===== config.mk =====
export PLATFORM = sky130hd
export DESIGN_NAME = rsa_seq
export DESIGN_NICKNAME = d
export VERILOG_FILES = /design/src/rtl/rsa_pkg.sv /design/src/rtl/rsa_seq_tmo.sv /design/src/rtl/rsa_seq.sv
export SDC_FILE = /design/constraint.sdc
export NUM_CORES = 1
export LEC_CHECK = 0
export CORE_ASPECT_RATIO = 1.75
export CORE_MARGIN = 2
export CORE_UTILIZATION = 40
export CTS_CLUSTER_DIAMETER = 60
export DETAILED_ROUTE_END_ITERATION = 8
export PLACE_DENSITY = 0.79
export SLEW_MARGIN = 20
export SYNTH_ARGS = -nofsm -noshare
export SYNTH_HDL_FRONTEND = slang
export SYNTH_HIERARCHICAL = 1
export SYNTH_SLANG_ARGS = --single-unit

===== constraint.sdc =====
create_clock -name clk -period 1.85 [get_ports clk]
set_clock_uncertainty 0.1 [all_clocks]
set_input_delay 0.37 -clock clk [delete_from_list [all_inputs] [get_ports clk]]
set_output_delay 0.37 -clock clk [all_outputs]
set_load 0.1 [all_outputs]

===== src/rtl/rsa_pkg.sv =====
// Shared types and constants for the rsa_unit sequencer.
package rsa_pkg;

  localparam int unsigned WIDTH     = 7;
  localparam int unsigned TMO_W     = 12;
  localparam int unsigned TMO_LIMIT = 4000;
  localparam int unsigned EOC_BLANK = 2;

  typedef enum logic [1:0] {
    ST_IDLE = 2'd0,
    ST_LOAD = 2'd1,
    ST_RUN  = 2'd2,
    ST_CAPT = 2'd3
  } rsa_state_e;

  localparam int unsigned STAT_DONE = 0;
  localparam int unsigned STAT_BUSY = 1;
  localparam int unsigned STAT_ERRP = 2;
  localparam int unsigned STAT_ERRT = 3;
  localparam int unsigned STAT_IRQ  = 4;

  localparam int unsigned ACT_START = 0;
  localparam int unsigned ACT_ABORT = 1;

  typedef enum logic [2:0] {
    REG_STATUS  = 3'd0,
    REG_ACTIONS = 3'd1,
    REG_P       = 3'd2,
    REG_E       = 3'd3,
    REG_M       = 3'd4,
    REG_CONST   = 3'd5,
    REG_RESULT  = 3'd6,
    REG_RSVD    = 3'd7
  } rsa_reg_e;

  // Operand set handed to the core.
  typedef struct packed {
    logic [WIDTH-1:0] p;
    logic [WIDTH-1:0] e;
    logic [WIDTH-1:0] m;
    logic [WIDTH-1:0] k;
  } rsa_ops_t;

  // Decode a register-bank write into {clr_status, abort, start} pulses.
  function automatic logic [2:0] act_decode(input logic wr_vld, input rsa_reg_e addr,
                                            input logic [7:0] data);
    logic [2:0] pulses;
    pulses = 3'b000;
    if (wr_vld && addr == REG_ACTIONS) begin
      pulses[0] = data[ACT_START];
      pulses[1] = data[ACT_ABORT];
    end
    if (wr_vld && addr == REG_STATUS) pulses[2] = 1'b1;
    return pulses;
  endfunction

endpackage


===== src/rtl/rsa_seq_tmo.sv =====
// Saturating run-cycle counter with eoc-blank and timeout compares.
module rsa_seq_tmo #(
  parameter int unsigned TMO_W     = 12,
  parameter int unsigned TMO_LIMIT = 4000,
  parameter int unsigned EOC_BLANK = 2
) (
  input  logic clk,
  input  logic rst_n,
  input  logic clr,
  input  logic inc,
  output logic blank_c,
  output logic limit_c
);

  logic [TMO_W-1:0] cnt_q;

  // Count RUN cycles; hold at all-ones instead of wrapping.
  always_ff @(posedge clk or negedge rst_n) begin
    if (!rst_n) begin
      cnt_q <= '0;
    end else if (clr) begin
      cnt_q <= '0;
    end else if (inc && (cnt_q != '1)) begin
      cnt_q <= cnt_q + TMO_W'(1);
    end
  end

  // Blank window covers the first EOC_BLANK RUN cycles; limit flags the last allowed one.
  always_comb begin
    blank_c = (cnt_q < TMO_W'(EOC_BLANK));
    limit_c = (cnt_q >= TMO_W'(TMO_LIMIT - 1));
  end

endmodule


===== src/rtl/rsa_seq.sv =====
// Sequencer: validates and latches operands, runs rsa_unit under timeout, captures C.
module rsa_seq
  import rsa_pkg::*;
(
  input  logic             clk,
  input  logic             rst_n,
  input  logic             start,
  input  logic             abort,
  input  logic             clr_status,
  input  logic [WIDTH-1:0] cfg_p,
  input  logic [WIDTH-1:0] cfg_e,
  input  logic [WIDTH-1:0] cfg_m,
  input  logic [WIDTH-1:0] cfg_const,
  output logic             rsa_en,
  output logic             rsa_rst_n,
  output logic [WIDTH-1:0] rsa_p,
  output logic [WIDTH-1:0] rsa_e,
  output logic [WIDTH-1:0] rsa_m,
  output logic [WIDTH-1:0] rsa_const,
  input  logic             rsa_eoc,
  input  logic [WIDTH-1:0] rsa_c,
  output logic [WIDTH-1:0] result,
  output logic             result_vld,
  output logic [7:0]       status,
  output logic             irq
);

  rsa_state_e st_q, st_d;
  rsa_ops_t   ops_q;
  logic       busy_q, done_q, errp_q, errt_q;
  logic       done_d, errp_d, errt_d;
  logic       blank_c, limit_c;
  logic       p_bad_c, req_c, accept_c, perr_c, eoc_ok_c, capt_c, tmo_c, fin_c;

  rsa_seq_tmo #(
    .TMO_W    (TMO_W),
    .TMO_LIMIT(TMO_LIMIT),
    .EOC_BLANK(EOC_BLANK)
  ) u_tmo (
    .clk    (clk),
    .rst_n  (rst_n),
    .clr    (st_q == ST_LOAD),
    .inc    (st_q == ST_RUN),
    .blank_c(blank_c),
    .limit_c(limit_c)
  );

  // Qualifying events; abort overrides every other transition.
  always_comb begin
    p_bad_c  = !cfg_p[0] || (cfg_p < WIDTH'(3));
    req_c    = (st_q == ST_IDLE) && start && !abort;
    accept_c = req_c && !p_bad_c;
    perr_c   = req_c && p_bad_c;
    eoc_ok_c = rsa_eoc && !blank_c;
    capt_c   = (st_q == ST_RUN) && !abort && eoc_ok_c;
    tmo_c    = (st_q == ST_RUN) && !abort && !eoc_ok_c && limit_c;
    fin_c    = (st_q == ST_CAPT) && !abort;
  end

  // Next state and sticky status bits (a set beats a same-cycle clear).
  always_comb begin
    st_d   = st_q;
    done_d = done_q;
    errp_d = errp_q;
    errt_d = errt_q;
    case (st_q)
      ST_IDLE: if (accept_c) st_d = ST_LOAD;
      ST_LOAD: st_d = abort ? ST_IDLE : ST_RUN;
      ST_RUN: begin
        if (abort || tmo_c) st_d = ST_IDLE;
        else if (capt_c)    st_d = ST_CAPT;
      end
      ST_CAPT: st_d = ST_IDLE;
      default: st_d = ST_IDLE;
    endcase
    if (clr_status || accept_c) begin
      done_d = 1'b0;
      errp_d = 1'b0;
      errt_d = 1'b0;
    end
    if (fin_c)  done_d = 1'b1;
    if (perr_c) errp_d = 1'b1;
    if (tmo_c)  errt_d = 1'b1;
  end

  // State, core control, shadows, result and status registers.
  always_ff @(posedge clk or negedge rst_n) begin
    if (!rst_n) begin
      st_q       <= ST_IDLE;
      rsa_en     <= 1'b0;
      rsa_rst_n  <= 1'b0;
      ops_q      <= '0;
      result     <= '0;
      result_vld <= 1'b0;
      busy_q     <= 1'b0;
      done_q     <= 1'b0;
      errp_q     <= 1'b0;
      errt_q     <= 1'b0;
      irq        <= 1'b0;
    end else begin
      st_q       <= st_d;
      rsa_en     <= (st_d == ST_RUN);
      rsa_rst_n  <= (st_d == ST_RUN);
      busy_q     <= (st_d != ST_IDLE);
      done_q     <= done_d;
      errp_q     <= errp_d;
      errt_q     <= errt_d;
      irq        <= done_d | errp_d | errt_d;
      result_vld <= capt_c;
      if (capt_c)   result <= rsa_c;
      if (accept_c) ops_q  <= '{p: cfg_p, e: cfg_e, m: cfg_m, k: cfg_const};
    end
  end

  // Drive core operands and the status word from registers.
  always_comb begin
    rsa_p     = ops_q.p;
    rsa_e     = ops_q.e;
    rsa_m     = ops_q.m;
    rsa_const = ops_q.k;
    status            = 8'h00;
    status[STAT_DONE] = done_q;
    status[STAT_BUSY] = busy_q;
    status[STAT_ERRP] = errp_q;
    status[STAT_ERRT] = errt_q;
    status[STAT_IRQ]  = irq;
  end

endmodule


# ---- After elaboration in Yosys (flattened, before gate mapping)
# Index checks and enable logic that the tools add are counted.
# W data, S select, Z words.
dict set report totals {
  ram_bits 0
  out_inout_bits 47
  mem_bits_ro 0
  reg_bits 56
  word_cells 60
  memories 0
  inputBits 41
  latch_bits 0
}
dict set report classes {
  n_addsub 1
  n_mux 13
  n_reduce_logical 22
  mul 0
  order_cmp 3
  shift 0
  eq_ne 5
  bitwise 2
  n_div 0
}
# operator count
set op_table {}
lappend op_table {{$mux W12} 2}
lappend op_table {{$add A12 B1 Y12 const B} 1}
lappend op_table {{$ge A12 B12 Y1 const B} 1}
lappend op_table {{$lt A12 B2 Y1 const B} 1}
lappend op_table {{$ne A12 B12 Y1 const B} 1}
lappend op_table {{$logic_and A1 B1 Y1} 11}
lappend op_table {{$mux W2} 4}
lappend op_table {{$pmux W2 S4} 1}
lappend op_table {{$lt A7 B2 Y1 const B} 1}
lappend op_table {{$eq A2 B2 Y1 const B} 3}
lappend op_table {{$mux W1} 6}
lappend op_table {{$logic_not A1 Y1} 5}
lappend op_table {{$reduce_bool A2 Y1} 2}
lappend op_table {{$logic_or A1 B1 Y1} 3}
lappend op_table {{$eq A2 B1 Y1 const B} 1}
lappend op_table {{$logic_not A2 Y1} 1}
lappend op_table {{$or A1 B1 Y1} 2}

# ---- Depth between registers and ports, before layout
dict set report logic_depth {
  depth_word 10
  mapped_depth 8
  ltp_nobuf 7
}

# ---- Cells and area by module
# Netlist, hierarchy kept.
# mod seq_area_each_um2 area_per_inst_um2 n_inst cells_each
set modules_own_cells {}
lappend modules_own_cells {rsa_seq 1101.1 1785.5 1 122}
lappend modules_own_cells {rsa_seq_tmo 300.3 706.9 1 73}

# ---- Least setup slack after synthesis
# OpenSTA, ideal clock, no wires.
dict set report synth_timing {
  path_type {input to register}
  from {in cfg_p[5]}
  to {reg ops_q (netlist bit rsa_const[0])}
  arrival_time_ns 1.762
  cell_stages 4
  setup_ns 0.126
  required_time_ns 1.624
  n_path_buf 1
  setup_slack_ns -0.138
  cell_sequence {or4_4 o311ai_4 buf_6 mux2_2}
}
dict set report synth_between {
  elab_chain_len 4
}
# element line_no
set synth_rtl {}
lappend synth_rtl {{start: declaration} rsa_seq.sv:10} ;# input logic [WIDTH-1:0] cfg_p,
lappend synth_rtl {{$lt A7 B2 Y1} rsa_seq.sv:50} ;# p_bad_c = !cfg_p[0] || (cfg_p < WIDTH'(3));
lappend synth_rtl {{$logic_or A1 B1 Y1} rsa_seq.sv:50}
lappend synth_rtl {{$logic_not A1 Y1} rsa_seq.sv:52} ;# accept_c = req_c && !p_bad_c;
lappend synth_rtl {{$logic_and A1 B1 Y1} rsa_seq.sv:52}
lappend synth_rtl {{end signal: assignment} rsa_seq.sv:111} ;# if (accept_c) ops_q <= '{p: cfg_p, e: cfg_e, m: cfg_m, k: cfg_const};
lappend synth_rtl {{end: declaration} rsa_seq.sv:29} ;# rsa_ops_t ops_q;
# Every way passes these cells.
# A chain may end at the register's enable or synchronous reset.

# ---- Worst setup path in the final report
dict set report layout_timing {
  from {reg u_tmo.cnt_q[10]}
  to {reg result[5]}
}
dict set report layout_between {
  elab_chain_len 4
}
# element line_no
set layout_rtl {}
lappend layout_rtl {{start: declaration} rsa_seq_tmo.sv:15} ;# logic [TMO_W-1:0] cnt_q;
lappend layout_rtl {{start signal: assignment} rsa_seq_tmo.sv:24} ;# cnt_q <= cnt_q + TMO_W'(1);
lappend layout_rtl {{$lt A12 B2 Y1} rsa_seq_tmo.sv:30} ;# blank_c = (cnt_q < TMO_W'(EOC_BLANK));
lappend layout_rtl {{via blank_c} rsa_seq.sv:32} ;# logic blank_c, limit_c;
lappend layout_rtl {{$logic_not A1 Y1} rsa_seq.sv:54} ;# eoc_ok_c = rsa_eoc && !blank_c;
lappend layout_rtl {{$logic_and A1 B1 Y1} rsa_seq.sv:54}
lappend layout_rtl {{$logic_and A1 B1 Y1} rsa_seq.sv:55} ;# capt_c = (st_q == ST_RUN) && !abort && eoc_ok_c;
lappend layout_rtl {{end signal: assignment} rsa_seq.sv:110} ;# if (capt_c) result <= rsa_c;
lappend layout_rtl {{end: declaration} rsa_seq.sv:22} ;# output logic [WIDTH-1:0] result,
# The timed path passes the listed nets, and every way through them passes these cells.

==> impl_metrics.ini <==
[outcome]
status = finished, violations left
violations = setup timing

[job]
max_cap_violations = 0

[cells_and_area]
final_cells = 391
area.sequential_um2 = 1400
multiInputGateArea_um2 = 1140
drive_gt1_share_pct = 46.9
syn_to_final_growth_pct = 79.7
fillers = 373
n_antenna_cell = 0
layout.nets = 352

[yosys]
synthTopCellsByArea = dfrtp_1 (56%), mux2_2 (15%), buf_4 (2.7%)
syn_area_um2 = 2490
ys_types = 44
yosys_warnings = 6
yosysSeqAreaShare_pct = 56.2
yosys_register_bits = 56
synth_cells = 195
syn_avg_cell_area_um2 = 12.8
synth_area_leader_cell = dfrtp_1
synth_top_area_share_pct = 56.2

[power]
power.total_mw = 5.63
leakage_nw = 2.17
power_density_nw_per_um2 = 1260
ir_drop_mv = 0.940

[critical_path]
rr_endpoint = result[5]
start_kind = flop
r2r_setup_slack_ns = -0.13
rr_startpoint = u_tmo/cnt_q[10]
reg2regPathDepth = 7
cp_max_fo = 5
cp.arrival_ns = 2.09
startpoint = u_tmo/cnt_q[10]
crit_path_end_kind = flop
worstPathRequired_ns = 1.96
crit_type = flop to flop

[clock_tree]
insertion_delay_ns = 0.32
cts_tree = built
numCtsBuffers = 5
cts.sinks = 56
cts-root-buf = clkbuf_8
cts_buffer_depth = 2
cts_max_level = 2
clkTransAtPathRegs_ns = 0.10

[detailed_routing]
routed_via_density = 5.08
ant_nets = 0
routedWlPerCell_um = 16.9
drtPass1Iterations = 4
routed_wl_um = 6610
drc = 0
via_count = 1987
drtIter0Drc = 77

[timing]
final.setup.worst_slack_ns = -0.128
hold_viol = 0
min_period_ns = 1.98
max_freq_mhz = 506
rsz0062_at_grt = yes
tightest_slew_ns = 0.502
max-slew-margin-rel_pct = 66.3
timing.final.crit_share_pct = 107
finalSetupViolations = 25
fin_setup_tns_ns = -2.33
maxSlewViolCount = 0

[floorplan]
die_area_um2 = 6900
initial_core_util_pct = 40.6
core-area_um2 = 6130
die_h_um = 108
die_width_um = 63.7
placementRows = 38
io_pins = 88

[min_path]
holdPathStages = 2
hp-start = cfg_p[3]
hold_path_end = rsa_p[3]
hold_class = primary input to flop

[placed_design]
place_congestion = 0.938
io_buffers = 84
place_hpwl_um = 4510
post-place-cells = 374

[global_route]
grt_pass1_wl_um = 11000
overflow = 0
grt_use_total_pct = 20.9
antenna_found_initial = 0
grt_pass1_vias = 2126
grt_max_degree = 57
==> final cells by class <==
class | count | area share (%)
timing repair buffer | 121 | 37.5
sequential | 56 | 31.3
multi-input combinational | 118 | 25.4
tap | 80 | 2.24
clock buffer | 7 | 2.15
clock inverter | 1 | 0.671
inverter | 8 | 0.671
==> repair_timing <==
| action | in CTS | in global routing |
|---|---|---|
| pin swaps | 5 | 6 |
| resized for setup | 60 | 11 |
| endpoints found under the setup margin | 38 | 47 |
| hold buffers | 1 | 0 |
| buffers inserted | 6 | 0 |
| gates cloned | 4 | 0 |
| hold endpoints to repair | 56 | 0 |
==> worst max-delay path, stage by stage, from the launching register on <==
cell and delay, ns:
dfrtp_1 0.40, nor4_2 0.26, nand4_1 0.17, nor4_2 0.21
nand2b_1 0.16, or3_4 0.14, buf_6 0.13, mux2_4 0.30
==> synthesized netlist by cell type, drive strengths merged <==
cell and number:
nand4 4, o21bai 1, nor4 3, clkbuf 2, o2111a 1, xnor2 1, or4 4, nand3 3
mux2 36, mux2i 1, and2 1, a21o 2, ha 1, or3 2, nand2b 3, and3 3
a21boi 1, buf 13, nor3 4, xor2 1, o21ai 2, nor2 12, a211oi 1, conb 1
o31ai 1, a41oi 2, a2111oi 1, o311ai 1, nor4b 1, and4 2, nand2 6, a211o 1
inv 8, o41ai 2, nor2b 3, a21oi 8, dfrtp 56
==> logic make-up after synthesis <==
kind of cell / after synthesis / share of synthesized area [%]
buffers and inverters: 23 / 5.77
AOI/OAI and AO/OA: 24 / 7.73
DFF: 56 / 56.2
muxes: 37 / 16.7
adders and majority gates: 1 / 0.502
other: 1 / 0.150
xor gates and xnor gates: 2 / 0.703
and+or+nand+nor: 51 / 12.2
==> cells in the final DEF (no fill, tap or decap), drive strengths merged, types with 3 or more instances in the layout <==
master | Yosys | final
conb | 1 | 3
nor3 | 4 | 4
clkbuf | 2 | 7
inv | 8 | 8
or4 | 4 | 4
a21oi | 8 | 8
nand2 | 6 | 6
nor2 | 12 | 12
mux2 | 36 | 36
nand4 | 4 | 4
and3 | 3 | 3
clkdlybuf4s50 | 0 | 35
nand2b | 3 | 3
nand3 | 3 | 3
nor4 | 3 | 3
nor2b | 3 | 3
dfrtp | 56 | 56
buf | 13 | 82
==> stage by stage <==
stage / util (%) / setup slack (ns) / instance area, um^2 / hold WS [ns]
2_1_floorplan: - / -0.138 / 2510 / -0.0256
3_3_place_gp: 65.3 / -0.578 / 4010 / 0.295
3_5_place_dp: 65.3 / -0.609 / 4010 / 0.295
4_1_cts: 72.9 / -0.0992 / 4470 / 0.196
5_1_grt: 73.0 / -0.195 / 4480 / 0.214
6_report: 73.0 / -0.128 / 4480 / 0.223
==> power breakdown <==
| part | switching, mW | internal, mW |
|---|---|---|
| Combinational | 1.83 | 1.22 |
| Clock | 0.403 | 0.478 |
| Sequential | 0.249 | 1.44 |
| Total | 2.48 | 3.14 |
==> worst max-delay path by stage <==
stage | slack (ns) | endpoint | cells past startpoint
after floorplan | -0.14 | rsa_const[0] | 4
after global placement | -0.58 | rsa_p[6] | 5
after detailed placement | -0.61 | rsa_m[6] | 5
after CTS | -0.1 | rsa_const[6] | 8
after global routing | -0.20 | result[0] | 7
final | -0.13 | result[5] | 7
==> per-layer routing <==
metal	routed length [um]	part of all wire, %	track usage [%]
met1	2310	35	24.0
met2	3950	60	38.1
met3	244	3.7	4.16
met4	108	1.6	7.61
met5	0	0	0
==> sequential cells by signal, summed over array words and instances, names as in the netlist <==
register	flops
rsa_m	7
busy_q	1
errp_q	1
u_tmo/cnt_q	12
rsa_const	7
rsa_rst_n	1
st_q	2
result_vld	1
irq	1
errt_q	1
done_q	1
result	7
rsa_e	7
rsa_p	7
Note: power is estimated with default switching activity, not from simulation.
